## src/rtl/fact_mmio.sv

```systemverilog
// fact_mmio
//   Memory-mapped factorial accelerator for the MIPS32 data bus. Software
//   writes an operand n into the N register and then writes 1 to GO. An
//   iterative engine then multiplies down from n to 2, one step per clock.
//   Completion and overflow are reported in STATUS, and n! is read from RESULT.
//
// Parameters
//   DATA_W  bus and result width in bits
//   N_W     operand width; n ranges over 0..2^N_W-1 (N_W must be < DATA_W)
//
// Ports
//   clk    system clock, rising edge
//   rst_n  asynchronous reset, active low
//   a      register select: 00 N, 01 GO, 10 STATUS, 11 RESULT
//   we     write enable (already qualified by the system address decoder)
//   wd     write data
//   rd     read data, combinational from a and the registers
module fact_mmio #(
  parameter int DATA_W = 32,
  parameter int N_W    = 4
) (
  input  logic              clk,
  input  logic              rst_n,
  input  logic [1:0]        a,
  input  logic              we,
  input  logic [DATA_W-1:0] wd,
  output logic [DATA_W-1:0] rd
);

  typedef enum logic {IDLE, BUSY} state_t;

  state_t              state, state_nxt;
  logic [N_W-1:0]      n_reg;
  logic [N_W-1:0]      cnt;
  logic [DATA_W-1:0]   prod;
  logic [DATA_W-1:0]   result;
  logic                go, done, err, busy;

  logic                n_wr;
  logic                go_acc;
  logic                cnt_le1;
  logic [2*DATA_W-1:0] p;
  logic                p_ovf;

  // Only the low N_W bits of wd reach n_reg and only bit 0 matters for GO;
  // the remaining write-data bits are intentionally ignored.
  logic unused_wd;
  assign unused_wd = ^wd[DATA_W-1:N_W];

  assign n_wr    = we && (a == 2'b00);
  assign go_acc  = we && (a == 2'b01) && wd[0] && (state == IDLE);

  // cnt of 0 or 1 both mean "nothing left to multiply", so 0! and 1! finish
  // on the first busy cycle with prod still at 1.
  assign cnt_le1 = (cnt[N_W-1:1] == '0);

  // Full double-width product so any carry into the upper half is visible
  // as an overflow rather than silently truncated.
  assign p     = {{DATA_W{1'b0}}, prod} * {{(2*DATA_W-N_W){1'b0}}, cnt};
  assign p_ovf = (p[2*DATA_W-1:DATA_W] != '0);

  always_ff @(posedge clk or negedge rst_n) begin
    if (!rst_n) state <= IDLE;
    else        state <= state_nxt;
  end

  always_comb begin
    state_nxt = state;
    case (state)
      IDLE:    if (go_acc) state_nxt = BUSY;
      BUSY:    if (cnt_le1 || p_ovf) state_nxt = IDLE;
      default: state_nxt = IDLE;
    endcase
  end

  // Register file and multiply engine. An N write is honoured in any state
  // but only feeds cnt when the next GO is accepted, so a running job never
  // sees it. done/err stay set until the next accepted GO.
  always_ff @(posedge clk or negedge rst_n) begin
    if (!rst_n) begin
      n_reg  <= '0;
      cnt    <= '0;
      prod   <= '0;
      result <= '0;
      go     <= 1'b0;
      done   <= 1'b0;
      err    <= 1'b0;
      busy   <= 1'b0;
    end else begin
      if (n_wr) n_reg <= wd[N_W-1:0];
      case (state)
        IDLE: begin
          if (go_acc) begin
            cnt  <= n_reg;
            prod <= {{(DATA_W-1){1'b0}}, 1'b1};
            go   <= 1'b1;
            busy <= 1'b1;
            done <= 1'b0;
            err  <= 1'b0;
          end
        end
        BUSY: begin
          if (cnt_le1) begin
            result <= prod;
            done   <= 1'b1;
            go     <= 1'b0;
            busy   <= 1'b0;
          end else if (p_ovf) begin
            result <= '0;
            err    <= 1'b1;
            done   <= 1'b1;
            go     <= 1'b0;
            busy   <= 1'b0;
          end else begin
            prod <= p[DATA_W-1:0];
            cnt  <= cnt - {{(N_W-1){1'b0}}, 1'b1};
          end
        end
        default: ;
      endcase
    end
  end

  always_comb begin
    case (a)
      2'b00:   rd = {{(DATA_W-N_W){1'b0}}, n_reg};
      2'b01:   rd = {{(DATA_W-1){1'b0}}, go};
      2'b10:   rd = {{(DATA_W-3){1'b0}}, busy, err, done};
      2'b11:   rd = result;
      default: rd = 'x;
    endcase
  end

endmodule

```

## config.mk

```make
export PLATFORM = sky130hd
export DESIGN_NAME = fact_mmio
export DESIGN_NICKNAME = d
export VERILOG_FILES = /design/src/rtl/fact_mmio.sv
export SDC_FILE = /design/constraint.sdc
export NUM_CORES = 1
export LEC_CHECK = 0
export CORE_MARGIN = 2
export CORE_UTILIZATION = 61
export CTS_BUF_LIST = sky130_fd_sc_hd__clkbuf_4
export CTS_CLUSTER_SIZE = 40
export DETAILED_ROUTE_END_ITERATION = 8
export GPL_TIMING_DRIVEN = 0
export PLACE_DENSITY = 0.93
export SYNTH_ARGS = -nofsm -noshare
export SYNTH_HDL_FRONTEND = slang
export SYNTH_SLANG_ARGS = --single-unit
```

## constraint.sdc

```tcl
create_clock -name clk -period 5.2 [get_ports clk]
set_input_delay 1.04 -clock clk [delete_from_list [all_inputs] [get_ports clk]]
set_output_delay 1.04 -clock clk [all_outputs]
set_load 0.05 [all_outputs]
```

==> impl_metrics.yaml <==
timing:
  finClkSkew_ps: 20.71
  min_period_ps: 5168
  relSlewSlack: 0.5084
  post-route-period-util: 0.9939
  setup_viol: 0
  drv_slew: 0
  max_freq_mhz: 193.5
  hold_viol_final: 0
  tightest_slew_ps: 737.4
  rsz0062_at_grt: "true"
grt:
  grt_pass1_vias: 7164
  use_met2: 0.5552
  busiest_layer: "met2"
  grt_use_total: 0.3356
  gr-usage-met1: 0.4193
  grt.met3_usage: 0.05449
  grt_max_degree: 61
  overflow: 0
  antenna_found_initial: 0
  grt_pass1_wl_mm: 34.81
critical_path:
  cp_cell_sequence: "clkbuf_2 > and2_1 > fa_1 > inv_1 > fa_1 > inv_1 > ha_1 > a21o_1 > a21oi_4 > o2111a_1 > o31ai_2 > buf_4 > a31oi_2 > o21ai_1 > xor2_1 > nand4bb_1 > clkbuf_4 > clkbuf_4 > o31ai_1"
  slowest_delay_ps: 540
  crit_fanout: 10
  crit_slowest_cell: "fa_1"
  arrival_ps: 5520
  setup.worst_path.end: "prod[30]$_DFFE_PN0P_"
  start_kind: "flop"
  r2r_end: "prod[30]$_DFFE_PN0P_"
  ff2ff_path_depth: 19
  startpoint: "cnt[2]$_DFFE_PN0P_"
  rrSetupSlack_ps: 30
  cp.required_ps: 5560
  crit_path_end_kind: "flop"
  path_class: "reg2reg"
  rr_startpoint: "cnt[2]$_DFFE_PN0P_"
pwr:
  seqPwrFrac: 0.313
  p_per_area_nw_per_um2: 359.7
  intPower_mw: 1.618
  pwr-share-comb: 0.538
  p_sw_frac: 0.4851
  ir_drop_uv: 199.7
  p_clk_frac: 0.150
  leakage_nw: 4.220
  finalPower_mw: 3.143
  switchingPower_mw: 1.525
cts:
  root_buffer: "clkbuf_4"
  postCtsHoldBufs: 0
  path_clk_slew_ps: 140
  clock_sinks: 76
  clk_latency_ps: 470
  htreeDepth: 3
  clock_tree.buffer_depth: 2
  cts_made_buffers: 9
  cts_tree: "yes"
synth:
  ys_top_cells_by_count: "nand2_1, inv_1, and2_1"
  ys_top_cells_by_area: "dfrtp_1, fa_1, and2_1, ha_1, nand2_1"
  syn_inst: 908
  yosys_warnings: 0
  syn-num-nets: 1046
  netlist_area_um2: 7666
  synth-seq-cells: 76
  yosys.area.top_type: "dfrtp_1"
  synth_ff_type: "dfrtp_1"
  synth.top_cell.area_share: 0.2481
  avgSynthCellArea_um2: 8.443
  synth_edf_count: 0
  yosysMostFrequentCell: "nand2_1"
  yosysUniqueCellTypes: 59
  seq_area_frac_synth: 0.2481
  async_reset_ff_frac: 1.000
final_layout:
  nNetsFinal: 1107
  top_regs: "prod (32), result (32)"
  layout-area-overhead-vs-synth_pct: 13.99
  fillers: 767
  final_util: 0.7185
  multiInputGateArea_um2: 5195
  diodes: 0
  fin_area_um2: 8738
  seq_area_um2: 1906
  drive_gt1_frac: 0.1222
place:
  dp_hpwl_mm: 15.22
  routabilityCongestion: 0.9437
  portBuffers: 39
  place_area_um2: 8292
routing:
  drc: 0
  avgRoutedWirePerCell_um: 19.71
  dr.pass1.iters: 7
  vias_per_cell: 6.354
  dr_total_vias: 7256
  drt_wl_total_mm: 22.51
  drt_iter0_markers: 1090
  ant_nets: 0
floorplan:
  die-width_um: 116.1
  die_area_um2: 13480
  die_y_um: 116.1
  coreArea_um2: 12160
  io_pins: 69
  rows: 40
  start_util: 0.6303
outcome:
  status: "completed"
flow_run:
  max_cap_viol_count: 0
hold_path:
  hold_path_class: "in2async"
## layer usage
metal / part of all wire / vias up
met5: 0 / -
met2: 0.47 / 528
met3: 0.10 / 153
met1: 0.36 / 3460
li1: - / 3115
met4: 0.065 / 0
## power by group through the flow
stage                     sequential, mW  clock [mW]  combinational (mW)
after global routing               0.998       0.493                1.81
after CTS                          0.963       0.464                1.57
after floorplan                    0.899           0                1.11
final                              0.983       0.470                1.69
after detailed placement           0.974           0                1.51
after global placement             0.964           0                1.45
## critical path: cells and delay by family (launching register included)
family,cells,cell delay (ps)
AO/OA/AOI/OAI,7,1580
XOR/XNOR,1,170
AND/OR/NAND/NOR,2,450
buffers and inverters,6,960
adder cells (fa/ha/maj),3,1410
flip-flops,1,470
## worst min-delay path by stage
stage / start / to / slack (ps) / cells after the start
floorplan: done$_DFFE_PN0P_ / done$_DFFE_PN0P_ / 440 / 1
finish: rst_n / prod[10]$_DFFE_PN0P_ / 440 / 1
detailed placement: err$_DFFE_PN0P_ / err$_DFFE_PN0P_ / 480 / 1
global route: rst_n / result[5]$_DFFE_PN0P_ / 450 / 1
CTS: rst_n / prod[15]$_DFFE_PN0P_ / 450 / 1
global placement: done$_DFFE_PN0P_ / done$_DFFE_PN0P_ / 460 / 1
## repair_timing
action	CTS	global route
resized for setup	25	40
endpoints found under the setup margin	72	71
buffers inserted	6	6
cloned	0	0
pin swaps	6	7
hold endpoints to repair	0	0
## cells by family after synthesis
| family | count (synthesis) | share of synthesized area |
|---|---|---|
| DFF | 76 | 0.2481 |
| muxes | 8 | 0.01273 |
| xor gates and xnor gates | 30 | 0.03428 |
| and+or+nand+nor | 342 | 0.2278 |
| buffers and inverters | 175 | 0.09058 |
| adders and majority gates | 101 | 0.2236 |
| AOI/OAI and AO/OA | 176 | 0.1629 |
## final cells by class
cell class,instances,area share
multi-input combinational,657,0.5945
sequential,76,0.2181
timing repair buffer,52,0.05756
inverter,122,0.05241
buffer,51,0.03308
tap,168,0.02406
clock inverter,6,0.01174
clock buffer,10,0.008591
## per-stage QoR
step / worst slack (ps) / hold slack (ps) / setup TNS [ps] / cells
after floorplan: 475.4 / 444.4 / 0 / 908
after global placement: -643.1 / 459.7 / -32270 / 1115
after detailed placement: -741.9 / 483.2 / -39430 / 1116
after CTS: 9.277 / 448.0 / 0 / 1138
after global routing: -106.2 / 447.1 / -2208 / 1142
final: 31.63 / 439.8 / 0 / 1142
## cell usage in the layout (no fill, tap or decap), drive strengths merged, types with 5 or more instances in the layout
master | netlist | layout
a21o | 20 | 20
a21oi | 65 | 65
a31oi | 6 | 6
and2 | 95 | 95
and3 | 32 | 32
buf | 14 | 27
clkbuf | 39 | 48
clkdlybuf4s50 | 0 | 38
dfrtp | 76 | 76
fa | 60 | 60
ha | 41 | 41
inv | 121 | 121
nand2 | 130 | 130
nand3 | 42 | 42
nand4 | 5 | 5
nor2 | 14 | 14
nor3 | 5 | 5
o211ai | 7 | 7
o21ai | 27 | 27
o31ai | 28 | 28
or3 | 6 | 6
xnor2 | 15 | 15
xor2 | 15 | 15
(Power assumes the default switching activity.)
